### config.mk
export PLATFORM = sky130hd
export DESIGN_NAME = mem_wb_stage
export DESIGN_NICKNAME = d
export VERILOG_FILES = /design/src/rtl/mem_wb_stage.sv
export SDC_FILE = /design/constraint.sdc
export NUM_CORES = 1
export LEC_CHECK = 0
export CAP_MARGIN = 25
export CORE_MARGIN = 10
export CORE_UTILIZATION = 42
export DETAILED_ROUTE_END_ITERATION = 7
export DONT_BUFFER_PORTS = 1
export PLACE_DENSITY = 0.63
export SYNTH_ARGS = -nofsm -noshare
export SYNTH_HDL_FRONTEND = slang
export SYNTH_SLANG_ARGS = --single-unit
### constraint.sdc
create_clock -name clk -period 2.5 [get_ports clk]
set_input_delay 0.5 -clock clk [delete_from_list [all_inputs] [get_ports clk]]
set_output_delay 0.5 -clock clk [all_outputs]
set_load 0.03 [all_outputs]
### src/rtl/mem_wb_stage.sv
// MEM stage with data-memory req/ack handshake, load extension and the MEM/WB register.
// Optional DMEM_TIMEOUT_EN adds an ack-wait counter that aborts a request and pulses dmem_timeout.
module mem_wb_stage #(
   parameter int unsigned TIMEOUT_CYCLES = 16,
   parameter bit          BIG_ENDIAN     = 1'b0
) (
   input  logic        clk,
   input  logic        rst_n,
   input  logic [31:0] EX_MEM_Instr,
   input  logic [31:0] EX_MEM_ALUOut,
   input  logic [31:0] EX_MEM_WriteData,
   input  logic [31:0] EX_MEM_Link,
   output logic        dmem_req,
   output logic        dmem_we,
   output logic [31:0] dmem_addr,
   output logic [3:0]  dmem_be,
   output logic [31:0] dmem_wdata,
   input  logic [31:0] dmem_rdata,
   input  logic        dmem_ack,
   output logic        mem_stall,
   output logic        mem_misalign,
   output logic [31:0] MEM_WB_Instr,
   output logic [31:0] MEM_WB_ALUOut,
   output logic [31:0] MEM_WB_MemData,
   output logic [31:0] MEM_WB_Link
`ifdef DMEM_TIMEOUT_EN
   ,
   output logic        dmem_timeout
`endif
);

   typedef enum logic [0:0] {StIdle, StWait} state_e;

   localparam logic [1:0] SzByte = 2'd0;
   localparam logic [1:0] SzHalf = 2'd1;
   localparam logic [1:0] SzWord = 2'd2;

   state_e      state_q, state_d;
   logic [5:0]  op;
   logic        is_load, is_store, is_mem, is_unsigned, misalign;
   logic [1:0]  size, lane;
   logic        hsel;
   logic [3:0]  be_d;
   logic [31:0] wdata_d, load_ext;
   logic [7:0]  ld_byte;
   logic [15:0] ld_half;
   logic        start_req, wb_take, timeout_hit;
   logic        unused_instr;

   assign op           = EX_MEM_Instr[31:26];
   assign unused_instr = ^EX_MEM_Instr[25:0];
   assign is_mem       = is_load | is_store;
   // XOR with all-ones is 3-addr for the byte lane; the halfword just flips addr[1]
   assign lane         = EX_MEM_ALUOut[1:0] ^ {2{BIG_ENDIAN}};
   assign hsel         = EX_MEM_ALUOut[1] ^ BIG_ENDIAN;

   always_comb begin
      is_load     = 1'b0;
      is_store    = 1'b0;
      is_unsigned = 1'b0;
      size        = SzWord;
      case (op)
         6'd32:   begin is_load = 1'b1; size = SzByte; end
         6'd33:   begin is_load = 1'b1; size = SzHalf; end
         6'd35:   begin is_load = 1'b1; size = SzWord; end
         6'd36:   begin is_load = 1'b1; size = SzByte; is_unsigned = 1'b1; end
         6'd37:   begin is_load = 1'b1; size = SzHalf; is_unsigned = 1'b1; end
         6'd40:   begin is_store = 1'b1; size = SzByte; end
         6'd41:   begin is_store = 1'b1; size = SzHalf; end
         6'd43:   begin is_store = 1'b1; size = SzWord; end
         default: ;
      endcase
   end

   assign misalign = ((size == SzHalf) && EX_MEM_ALUOut[0]) ||
                     ((size == SzWord) && (EX_MEM_ALUOut[1:0] != 2'b00));

   always_comb begin
      be_d    = 4'b1111;
      wdata_d = EX_MEM_WriteData;
      if (is_store) begin
         case (size)
            SzByte: begin
               be_d    = 4'b0001 << lane;
               wdata_d = {4{EX_MEM_WriteData[7:0]}};
            end
            SzHalf: begin
               be_d    = hsel ? 4'b1100 : 4'b0011;
               wdata_d = {2{EX_MEM_WriteData[15:0]}};
            end
            default: ;
         endcase
      end
   end

   always_comb begin
      case (lane)
         2'd0:    ld_byte = dmem_rdata[7:0];
         2'd1:    ld_byte = dmem_rdata[15:8];
         2'd2:    ld_byte = dmem_rdata[23:16];
         default: ld_byte = dmem_rdata[31:24];
      endcase
      ld_half = hsel ? dmem_rdata[31:16] : dmem_rdata[15:0];
      case (size)
         SzByte:  load_ext = is_unsigned ? {24'b0, ld_byte} : {{24{ld_byte[7]}}, ld_byte};
         SzHalf:  load_ext = is_unsigned ? {16'b0, ld_half} : {{16{ld_half[15]}}, ld_half};
         default: load_ext = dmem_rdata;
      endcase
   end

`ifdef DMEM_TIMEOUT_EN
   localparam int unsigned CntW = $clog2(TIMEOUT_CYCLES) + 1;
   logic [CntW-1:0] cnt_q;

   assign timeout_hit  = (state_q == StWait) && !dmem_ack &&
                         (cnt_q == CntW'(TIMEOUT_CYCLES - 1));
   assign dmem_timeout = timeout_hit;

   always_ff @(posedge clk or negedge rst_n) begin
      if (!rst_n) begin
         cnt_q <= '0;
      end else if (start_req) begin
         cnt_q <= '0;
      end else if ((state_q == StWait) && !dmem_ack) begin
         cnt_q <= cnt_q + 1'b1;
      end
   end
`else
   assign timeout_hit = 1'b0;
`endif

   always_comb begin
      state_d      = state_q;
      mem_stall    = 1'b0;
      mem_misalign = 1'b0;
      start_req    = 1'b0;
      wb_take      = 1'b0;
      case (state_q)
         StIdle: begin
            if (!is_mem) begin
               wb_take = 1'b1;
            end else if (misalign) begin
               mem_misalign = 1'b1;
            end else begin
               mem_stall = 1'b1;
               start_req = 1'b1;
               state_d   = StWait;
            end
         end
         default: begin
            if (dmem_ack) begin
               wb_take = 1'b1;
               state_d = StIdle;
            end else if (timeout_hit) begin
               state_d = StIdle;
            end else begin
               mem_stall = 1'b1;
            end
         end
      endcase
   end

   always_ff @(posedge clk or negedge rst_n) begin
      if (!rst_n) begin
         state_q        <= StIdle;
         dmem_req       <= 1'b0;
         dmem_we        <= 1'b0;
         dmem_addr      <= '0;
         dmem_be        <= '0;
         dmem_wdata     <= '0;
         MEM_WB_Instr   <= '0;
         MEM_WB_ALUOut  <= '0;
         MEM_WB_MemData <= '0;
         MEM_WB_Link    <= '0;
      end else begin
         state_q <= state_d;
         if (start_req) begin
            dmem_req   <= 1'b1;
            dmem_we    <= is_store;
            dmem_addr  <= {EX_MEM_ALUOut[31:2], 2'b00};
            dmem_be    <= be_d;
            dmem_wdata <= wdata_d;
         end else if (state_d == StIdle) begin
            dmem_req <= 1'b0;
         end
         // Anything not completing this cycle becomes an all-zero bubble (sll $0)
         if (wb_take) begin
            MEM_WB_Instr   <= EX_MEM_Instr;
            MEM_WB_ALUOut  <= EX_MEM_ALUOut;
            MEM_WB_MemData <= is_load ? load_ext : 32'b0;
            MEM_WB_Link    <= EX_MEM_Link;
         end else begin
            MEM_WB_Instr   <= '0;
            MEM_WB_ALUOut  <= '0;
            MEM_WB_MemData <= '0;
            MEM_WB_Link    <= '0;
         end
      end
   end

endmodule

[After elaboration in Yosys (flattened, before gate mapping)]
Cells that the tools add are included.
Storage, ports and cells
  output and inout bits: 200
  bits in registers: 197
Cells by class
  bitwise gates (word level): 1
  shift-type cells: 1
  muxes and demuxes: 32
  equal/unequal tests: 13
  reduce and logical (&&, ||, !) cells: 11
Operators with widths (number)
  $mux 32: 8
  $pmux 32 s2: 2
  $eq 6x6->1 const B: 8
  $pmux 8 s3: 1
  $mux 1: 16
  $mux 16: 1
  $reduce_or 3->1: 3
  $mux 4: 2
  $pmux 4 s2: 1
  $reduce_or 5->1: 1
  $eq 2x1->1 const B: 2
  $eq 2x2->1 const B: 2
  $logic_not 2->1: 2
  $pmux 2 s2: 1
  $shl 1x2->4 const A: 1
  $logic_and 1x1->1: 2
  $ne 2x1->1 const B: 1
  $reduce_bool 2->1: 1
  $reduce_or 2->1: 1
  $logic_or 1x1->1: 1
  $or 1x1->1: 1

[Logic depth before layout (Yosys ltp)]
Gate-level depths: netlist of the first run.
  word-level depth: 11
  depth in mapped cells: 8

[Worst setup path after synthesis of the first run]
Ideal clock, no wire load.
  path kind: input port to output port
  start: input port EX_MEM_Instr[29]
  end: output port mem_misalign
  data required time: 2000 ps
  slack: 23 ps
  arrival: 1977 ps
  stages: 6
  path through: buf_2 a21o_1 a211oi_4 clkbuf_1 inv_1 nor2_1
On the way
  word-level cells in the longest chain between the ends: 9
RTL lines
  from (decl): line 9  | input logic [31:0] EX_MEM_Instr,
  $eq 6x6->1: line 62  | case (op)
  $reduce_or 3->1 (no line)
  $pmux 2 s2: line 62
  $eq 2x1->1 / $eq 2x2->1 (equally long branches): line 75, 76
  $logic_and 1x1->1, on equally long branches: line 75, 76
  $logic_or 1x1->1: line 75  | assign misalign = ((size == SzHalf) && EX_MEM_ALUOut[0]) ||
  $mux 1: line 142  | end else if (misalign) begin
  $mux 1 *: line 140  | if (!is_mem) begin
  $mux 1 *: line 138  | case (state_q)
  to (decl): line 21  | output logic mem_misalign,
Every way passes the cells marked *; elsewhere a longest branch is shown, timed or not.

[Worst setup path in the final report of the first run]
  start: register state_q
  end: output port mem_misalign
On the way
  word-level cells in the longest chain between the ends: 1
RTL lines
  from (decl): line 38  | state_e state_q, state_d;
  from (signal assigned): line 165  | state_q <= StIdle;
  from (signal assigned): line 176  | state_q <= state_d;
  $mux 1: line 138
No other way between the ends.

==> metrics.cfg, run 1 <==
[drt]
viasPerCell=5.60
dr_total_vias=4774
drc=0
routedWlPerCell_um=27.0
postRouteAntennaNets=0
firstDrtPassIters=5
wirelength_um=23000
drt-initial-drc-count=284

[timing]
fin_crit_ps=2370
slew_violations=0
setup_viol=0
max_freq_ghz=0.423
fin_worst_skew_ps=10.5
hold_viol_final=197
worst_pin_slew_ps=936
rsz0062_at_grt=no
post-route-period-util=0.947
whs_ps=-233
slew_headroom=0.374
setup_tns_ps=0

[placed_design]
gp_congestion=0.900
dp_hpwl_um=17800
io_buffers=0

[critical_path]
crit_path_end=mem_misalign
r2r_start=state_q$_DFF_PN0_
rr_worst_depth=5
critPathSlowestCell=dfrtp_1
cp-end-kind=output pin
crit_start=state_q$_DFF_PN0_
required_ps=2000
cp_cell_sequence=a21o_1 > a211oi_4 > buf_6 > inv_1 > nor2_1 > buf_4
critPathKind=flop to output pin
rrSetupSlack_ps=500
r2r_end=dmem_wdata[7]$_DFFE_PN0P_
cp_max_fo=13
critical_path_arrival_ps=1870
worstSetupStartpointType=flop
max_stage_delay_ps=410

[pwr]
switchingPower_mw=2.86
p_total_mw=8.32
power_frac_clock=0.350
leakage_nw=3.76
max-vdd-ir-drop_v=0.000479
pwr-share-seq=0.587
power.density_nw_per_um2=971
intPower_mw=5.46
p_sw_frac=0.343
comb_power_share=0.063

[floorplanning]
ios=363
start_util=0.430
die_width_um=156
core-area_um2=18000
die_h_um=156
dieArea_um2=24300
num_rows=49

[cells_and_area]
register_area_um2=4930
nFillCells=1595
area_growth_pct=10.6
diodes=0
nets=773
drive_gt1_frac=0.0979
multi_input_area_um2=2510

[clock_network]
cts_sinks=197
clkTransAtPathRegs_ps=80
cts_buffers=17
cts_tree=done
clock_path_buffers=2
htreeDepth=4
root_buffer=clkbuf_16
worstSkewPairLatency_ps=420

[yosys]
ys_ff_latch=197
synthesis.area_um2=7750
synthCells=622
seq_area_frac_synth=0.636
synth_edf_count=0
synth.distinct_cells=43
yosysWarningCount=0
synth-async-reset-ratio=1.00
syn_area_per_cell_um2=12.5
synthFlopType=dfrtp_1

[grt]
grt_max_degree=198
grt_use_total=0.183
antenna_found_initial=0
gr-total-overflow=0
first_global_vias=4969
grt_pass1_wl_um=33700

[status]
status=finished with violations
violations=hold timing

[flow_run]
cap_viol_max_count=0

[min_path]
hp-class=input port to async pin

area by class of cell:
| cell class | instances | share of cell area |
|---|---|---|
| flip-flops and latches | 197 | 0.576 |
| multi-input cells | 361 | 0.293 |
| clock buffers | 18 | 0.0513 |
| well taps | 229 | 0.0335 |
| clock inverters | 14 | 0.0242 |
| repair buffers | 14 | 0.0142 |
| inverters | 19 | 0.00833 |
cell usage in the layout, fill, tap and decap left out, types with 7 or more instances in the layout:
master and count:
nand3b_1 8, buf_4 12, mux2i_1 15, nand3_1 9, nand2_1 28, o211ai_1 8, a21oi_1 23, nor3_1 18
a31oi_1 8, a22oi_1 7, and2_1 95, clkbuf_16 17, o2111ai_1 16, dfrtp_1 197, mux2_1 41, o21ai_0 41
inv_1 19
critical path, delay by kind of cell, from the launching register on:
kind,cells,cell delay [ps]
compound gates,2,500
buf+inv,3,430
flops,1,410
simple gates,1,100
stage by stage:
stage / area (um^2) / cells / utilization / setup slack [ps]
finish: 8570 / 852 / 0.475 / 134
global route: 8570 / 852 / 0.475 / 13.4
CTS: 8560 / 852 / 0.475 / 26.8
detailed placement: 7920 / 820 / 0.439 / 269
global placement: 7920 / 820 / 0.439 / 294
floorplan: 7750 / 623 / - / 22.6
power by group through the flow:
stage / registers, mW / clock network (mW) / logic [mW]
after CTS: 4.91 / 2.98 / 0.532
after detailed placement: 4.96 / 0 / 0.534
final: 4.88 / 2.91 / 0.525
after global routing: 4.95 / 3.11 / 0.606
after global placement: 4.96 / 0 / 0.499
after floorplan: 4.78 / 0 / 0.467
flip-flops by register name (all words and copies together), names as in the netlist:
register	flops
MEM_WB_ALUOut	32
MEM_WB_Instr	32
MEM_WB_Link	32
MEM_WB_MemData	32
dmem_wdata	32
dmem_addr	30
dmem_be	4
dmem_req	1
dmem_we	1
state_q	1
synthesized netlist by cell type (all sizes together) (2+ instances only):
master | number | area (um^2)
nor3 | 19 | 100
a21o | 3 | 22.5
nor2 | 7 | 26.3
a31oi | 8 | 50.1
and2 | 96 | 601
buf | 23 | 169
nor2b | 5 | 31.3
a211oi | 2 | 27.5
nand3b | 8 | 60.1
a211o | 2 | 17.5
clkbuf | 23 | 86.3
a22oi | 7 | 52.6
inv | 19 | 71.3
mux2 | 44 | 495
nand2b | 5 | 33.8
dfrtp | 197 | 4930
nand3 | 9 | 45.0
nor4b | 3 | 32.5
a21oi | 23 | 115
o2111ai | 16 | 140
o21ai | 42 | 210
o211ai | 8 | 60.1
mux2i | 15 | 150
nand2 | 29 | 111
worst min path at each step:
stage / to / depth (start not counted)
2_1_floorplan: MEM_WB_ALUOut[0]$_DFF_PN0_ / 0
3_3_place_gp: dmem_wdata[27]$_DFFE_PN0P_ / 0
3_5_place_dp: dmem_wdata[8]$_DFFE_PN0P_ / 0
4_1_cts: dmem_wdata[6]$_DFFE_PN0P_ / 0
5_1_grt: dmem_wdata[8]$_DFFE_PN0P_ / 0
6_report: dmem_wdata[23]$_DFFE_PN0P_ / 0
per-layer routing:
metal  wire length [um]  GRT usage  vias to the layer above
met5                  0          0                        -
met4                508     0.0615                        0
met3               2890     0.0951                       31
met2              11800      0.313                      298
met1               7790      0.187                     2342
li1                   -          -                     2103
timing repair:
action / in CTS / in global routing
hold endpoints to repair: 197 / 197
setup endpoints to repair: 0 / 1
gates resized for setup: 0 / 1
buffers inserted: 0 / 0
kinds of logic after synthesis:
group / synth area share
AO/OA/AOI/OAI: 0.0988
buffers and inverters: 0.0422
flip-flops: 0.636
multiplexers: 0.0862
other: 0.000484
AND/OR/NAND/NOR: 0.136
Note: power is estimated with default switching activity, not from simulation.
==> run 2, diff against run 1 <==
--- a/config.mk
+++ b/config.mk
@@ -5,11 +5,13 @@
 export SDC_FILE = /design/constraint.sdc
 export NUM_CORES = 1
 export LEC_CHECK = 0
+export ABC_AREA = 1
 export CAP_MARGIN = 25
 export CORE_MARGIN = 10
 export CORE_UTILIZATION = 42
 export DETAILED_ROUTE_END_ITERATION = 7
 export DONT_BUFFER_PORTS = 1
+export MAX_ROUTING_LAYER = met4
 export PLACE_DENSITY = 0.63
 export SYNTH_ARGS = -nofsm -noshare
 export SYNTH_HDL_FRONTEND = slang
==> run 2 against run 1 <==
  * The flow still finishes with violations (hold timing)
  * Via count is 20% higher
  * Maximum frequency is 15% higher
  * Critical path type is now input port to output pin
  * Total power hardly changed
  * Global-route usage is 1.0 points higher
==> metrics.cfg, run 2 <==
[floorplanning]
num_rows=50  ; +2.0%
die_h_um=159  ; +2.2%
core-area_um2=18900  ; +4.8%
die_width_um=159  ; +2.2%
start_util=0.431  ; +0.00117
dieArea_um2=25400  ; +4.4%
ios=363  ; unchanged

[drt]
drc=0  ; unchanged
postRouteAntennaNets=0  ; unchanged
firstDrtPassIters=4  ; -1
wirelength_um=24100  ; +4.6%
routedWlPerCell_um=20.2  ; -25%
dr_total_vias=5714  ; +20%
viasPerCell=4.81  ; -14%
drt-initial-drc-count=461  ; +62%

[timing]
post-route-period-util=0.826  ; -0.121
fin_worst_skew_ps=19.9  ; +9.35 ps
whs_ps=-253  ; -19.3 ps
hold_viol_final=197  ; unchanged
worst_pin_slew_ps=846  ; -89.8 ps
setup_tns_ps=0  ; unchanged
rsz0062_at_grt=no
max_freq_ghz=0.484  ; +15%
fin_crit_ps=2060  ; -302 ps
slew_headroom=0.433  ; +0.0588
slew_violations=0  ; unchanged
setup_viol=0  ; unchanged

[cells_and_area]
nets=1079  ; +40%
multi_input_area_um2=2440  ; -2.6%
final_cell_mix=286 x nand2_1, 197 x dfrtp_1, 141 x nor2_1
layout.cells.non_filler=1189  ; +40%
area_growth_pct=9.33
diodes=0  ; unchanged
final_common_cell=nand2_1
register_area_um2=4930  ; unchanged
nFillCells=1821  ; +14%
drive_gt1_frac=0.0861  ; -0.0118

[yosys]
synth_edf_count=0  ; unchanged
synthTopCellsByArea=dfrtp_1 61%, nand2_1 13%, nor2_1 6.5%
synth.distinct_cells=27  ; -37%
synth-async-reset-ratio=1.00  ; unchanged
synth_most_common_cell=nand2_1
synthesis.area_um2=8140  ; +5.1%
synthCells=927  ; +49%
yosysTopAreaCellShare=0.605  ; -0.0309
syn_area_per_cell_um2=8.78  ; -29%
seq_area_frac_synth=0.605  ; -0.0309
yosysWarningCount=0  ; unchanged
yosysTopAreaCell=dfrtp_1
synthFlopType=dfrtp_1
synth.top_cells.by_count=286 x nand2_1, 197 x dfrtp_1, 141 x nor2_1
ys_ff_latch=197  ; unchanged

[grt]
grt_max_degree=198  ; unchanged
gr-total-overflow=0  ; unchanged
grt_use_total=0.193  ; +0.0105
antenna_found_initial=0  ; unchanged
first_global_vias=5921  ; +19%
grt_pass1_wl_um=37100  ; +9.9%

[clock_network]
cts_tree=done
htreeDepth=4  ; unchanged
worstSkewPairLatency_ps=440  ; +20 ps
ctsResizeCount=0  ; unchanged
cts_sinks=197  ; unchanged
root_buffer=clkbuf_16
cts_buffers=17  ; unchanged
clkTransAtPathRegs_ps=80  ; about the same
cts_setup_buffers=0  ; unchanged
clock_path_buffers=2  ; unchanged

[flow_run]
cap_viol_max_count=0  ; unchanged

[critical_path]
worstSetupStartpointType=input port
r2r_start=state_q$_DFF_PN0_
cp_max_fo=4  ; -9
cpMostUsedCell=nand2_2
required_ps=2000  ; about the same
critPathKind=input port to output pin
critPathSlowestCell=nand2_1
max_stage_delay_ps=320  ; -90 ps
crit_start=EX_MEM_Instr[31]
cp_cell_sequence=inv_1 > nor2_1 > nand3_1 > nand2_2 > nand2_2 > inv_2 > nand2_4 > nand2_1
critical_path_arrival_ps=1560  ; -310 ps
cp-end-kind=output pin

[pwr]
max-vdd-ir-drop_v=0.000399  ; -17%
leakage_nw=4.85  ; +29%
power.density_nw_per_um2=934  ; -3.9%

[placed_design]
gp_congestion=0.818  ; -9.2%
io_buffers=0  ; unchanged
dp_cells=1157  ; +41%
dp_hpwl_um=18000  ; +0.97%

[status]
status=finished with violations
violations=hold timing

[min_path]
hp-class=input port to async pin

run 2: cell types whose count changed after synthesis, moves of 19 or more:
cell / previous run / this run
nor2_1: 7 / 141
and2_1: 96 / 0
o21ai_2: 0 / 19
inv_1: 19 / 127
mux2_1: 41 / 0
nand2_1: 28 / 286
run 2: metal layers:
metal  vias up  part of all wire  track usage  wire length (um)
met2       263              0.50        0.310             12000
met3        13              0.12       0.0893              2780
met5         -                 0            -                 0
met4         0            0.0084       0.0396               203
li1       2744                 -            -                 -
met1      2694              0.38        0.218              9130
run 2: final timing paths:
kind	to	slack, ps	cells past startpoint
max in group asynchronous	MEM_WB_ALUOut[27]$_DFF_PN0_	2240	0
min in group clk	MEM_WB_Link[21]$_DFF_PN0_	160	2
min reg2reg	dmem_wdata[10]$_DFFE_PN0P_	690	2
max	mem_stall	440	8
max reg2reg	MEM_WB_Instr[0]$_DFF_PN0_	960	5
min	dmem_wdata[31]$_DFFE_PN0P_	-250	0
run 2: cell type report:
type | count | share of cell area
repair buffers | 11 | 0.0121
flip-flops and latches | 197 | 0.554
well taps | 260 | 0.0365
multi-input cells | 558 | 0.275
clock inverters | 15 | 0.0200
inverters | 131 | 0.0552
clock buffers | 17 | 0.0478
run 2: cell families (layout without fill, tap and decap cells):
group	after synthesis	count (layout)	share of synthesized area
AOI/OAI and AO/OA	89	89	0.0687
buffers and inverters	173	174	0.0960
DFF	197	197	0.605
other	1	2	0.000461
and+or+nand+nor	467	467	0.229
run 2: critical path: cells and delay by family:
| family | cells | cell delay, ps |
|---|---|---|
| AND/OR/NAND/NOR | 6 | 950 |
| buffers and inverters | 2 | 110 |
run 2: through the flow:
step | area (um^2) | utilization | setup WS, ps | power, mW
6_report | 8900 | 0.471 | 435 | 8.31
5_1_grt | 8900 | 0.471 | 274 | 8.71
4_1_cts | 8900 | 0.471 | 435 | 8.41
3_5_place_dp | 8300 | 0.439 | 445 | 5.66
3_3_place_gp | 8300 | 0.439 | 461 | 5.62
2_1_floorplan | 8150 | - | 385 | 5.36
run 2: power breakdown:
group	leakage, nW	internal [mW]	total, mW	switching, mW
Combinational	2.09	0.257	0.642	0.385
Clock	0.291	1.36	2.76	1.39
Sequential	2.48	3.62	4.92	1.30
Total	4.85	5.24	8.31	3.08
==> run 3, diff against run 2 <==
==> constraint.sdc (replaced) <==
create_clock -name clk -period 2 [get_ports clk]
set_input_delay 0.4 -clock clk [delete_from_list [all_inputs] [get_ports clk]]
set_output_delay 0.4 -clock clk [all_outputs]
set_load 0.03 [all_outputs]
==> run 3 against run 2 <==
  * The flow still finishes with violations (hold timing)
  * Largest power group unchanged
  * Final cell count is 1.1% higher
  * Global-route usage about the same
  * Critical endpoint unchanged
  * Register-to-register slack worse by 470 ps
  * Final area is 1.5% higher
  * Total power rose by 25%
  * Critical path depth is 2 lower
  * Worst hold slack got worse by 86 ps
  * Sequential cell count is the same
  * Clock skew shrank 14 ps
==> metrics.cfg, run 3 (synthesized netlist as in run 2, its figures left out) <==
[drt]
viasPerCell=4.88  ; +1.5%
postRouteAntennaNets=0  ; unchanged
firstDrtPassIters=5  ; +1
wirelength_um=24300  ; +0.83%
dr_total_vias=5865  ; +2.6%
drc=0  ; unchanged
routedWlPerCell_um=20.2  ; -0.26%
drt-initial-drc-count=400  ; -13%

[pwr]
leakage_nw=4.92  ; +1.4%
p_total_mw=10.4  ; +25%
max-vdd-ir-drop_v=0.000493  ; +23%
power.density_nw_per_um2=1150  ; +23%

[grt]
first_global_vias=6020  ; +1.7%
grt_pass1_wl_um=37100  ; unchanged
antenna_found_initial=0  ; unchanged
gr-total-overflow=0  ; unchanged
grt_use_total=0.193  ; -0.000344
grt_max_degree=198  ; unchanged

[cells_and_area]
diodes=0  ; unchanged
drive_gt1_frac=0.101  ; +0.0147
multi_input_area_um2=2450  ; +0.26%
nets=1092  ; +1.2%
nFillCells=1812  ; -0.49%
area_growth_pct=10.9
final_cell_mix=286 x nand2_1, 197 x dfrtp_1, 140 x nor2_1
register_area_um2=4930  ; unchanged
final_common_cell=nand2_1

[floorplanning]
ios=363  ; unchanged
die_width_um=159  ; unchanged
die_h_um=159  ; unchanged
num_rows=50  ; unchanged
core-area_um2=18900  ; unchanged
start_util=0.431  ; unchanged
dieArea_um2=25400  ; unchanged

[timing]
fin_crit_ps=1840
setup_tns_ps=0  ; unchanged
worst_pin_slew_ps=882  ; +35.9 ps
fin_worst_skew_ps=5.84  ; -14.0 ps
hold_viol_final=197  ; unchanged
whs_ps=-339  ; -86.2 ps
post-route-period-util=0.919
slew_headroom=0.409  ; -0.0240
rsz0062_at_grt=no
slew_violations=0  ; unchanged
setup_viol=0  ; unchanged
max_freq_ghz=0.544

[placed_design]
dp_hpwl_um=18300  ; +1.9%
io_buffers=0  ; unchanged
gp_congestion=0.831  ; +1.6%

[critical_path]
critPathKind=flop to output pin
required_ps=1600  ; -400 ps
worstSetupStartpointType=flop
rrSetupSlack_ps=490  ; -470 ps
cp_max_fo=9  ; +5
critical_path_arrival_ps=1440  ; -120 ps
cp-end-kind=output pin

[clock_network]
cts_tree=done
cts_buffers=17  ; unchanged
worstSkewPairLatency_ps=420  ; -20 ps
clock_path_buffers=2  ; unchanged
root_buffer=clkbuf_16
cts_sinks=197  ; unchanged
htreeDepth=4  ; unchanged
clkTransAtPathRegs_ps=80  ; about the same

[flow_run]
cap_viol_max_count=0  ; unchanged

[status]
status=finished with violations
violations=hold timing

[min_path]
hp-class=input port to async pin

[run 3: cell types whose count changed in the layout (fill, tap and decap cells not counted)]
cell      before  now
buf_4          9   19
buf_12         2    5
clkbuf_8       0    1
clkinv_4       2    3
clkinv_8       4    3
inv_12         1    0
nor2_1       141  140
nor2_2         0    1
o21ai_1       14   13
o21ai_2       19   20
[run 3: routing by layer]
layer  vias up  global-route usage  share of wire
met5         -                   -              0
met4         0              0.0451          0.011
met3        19              0.0911           0.11
met2       264               0.316           0.49
met1      2810               0.208           0.38
li1       2772                   -              -
[run 3: where the power goes]
group / total (mW) / internal, mW / switching, mW
Sequential: 6.15 / 4.52 / 1.63
Combinational: 0.832 / 0.343 / 0.489
Clock: 3.40 / 1.71 / 1.68
[run 3: worst paths after layout]
path / startpoint / endpoint / cells past startpoint
worst max-delay path: state_q$_DFF_PN0_ / mem_stall / 6
worst min-delay path: rst_n / dmem_wdata[15]$_DFFE_PN0P_ / 0
min in group clk: EX_MEM_Link[21] / MEM_WB_Link[21]$_DFF_PN0_ / 2
worst max register to register: state_q$_DFF_PN0_ / MEM_WB_ALUOut[29]$_DFF_PN0_ / 6
worst min register to register: dmem_wdata[27]$_DFFE_PN0P_ / dmem_wdata[27]$_DFFE_PN0P_ / 2
max in group asynchronous: rst_n / MEM_WB_Instr[8]$_DFF_PN0_ / 0
[run 3: layout make-up]
type / instances / area share
Sequential cell: 197 / 0.546
Multi-Input combinational cell: 558 / 0.271
Inverter: 131 / 0.0544
Clock buffer: 18 / 0.0486
Tap cell: 260 / 0.0360
Timing Repair Buffer: 24 / 0.0269
Clock inverter: 14 / 0.0170
[run 3: metrics by stage]
stage	util	area [um^2]	worst slack (ps)	std cells
after floorplan	-	8150	84.7	928
after global placement	0.446	8430	180	1170
after detailed placement	0.446	8430	156	1170
after CTS	0.478	9030	106	1202
after global routing	0.478	9030	35.2	1202
final	0.478	9030	161	1202
[run 3: timing repair]
action / in CTS / in global routing
setup endpoints to repair: 0 / 1
setup buffers: 0 / 0
endpoints found under the hold margin: 197 / 197
gates resized for setup: 0 / 2
[run 3: worst max-delay path: stages (launching register included)]
cell,delay (ps)
dfrtp_1,370
inv_1,90
nand2_2,110
inv_2,80
nand2_4,100
nand2_1,130
buf_12,140
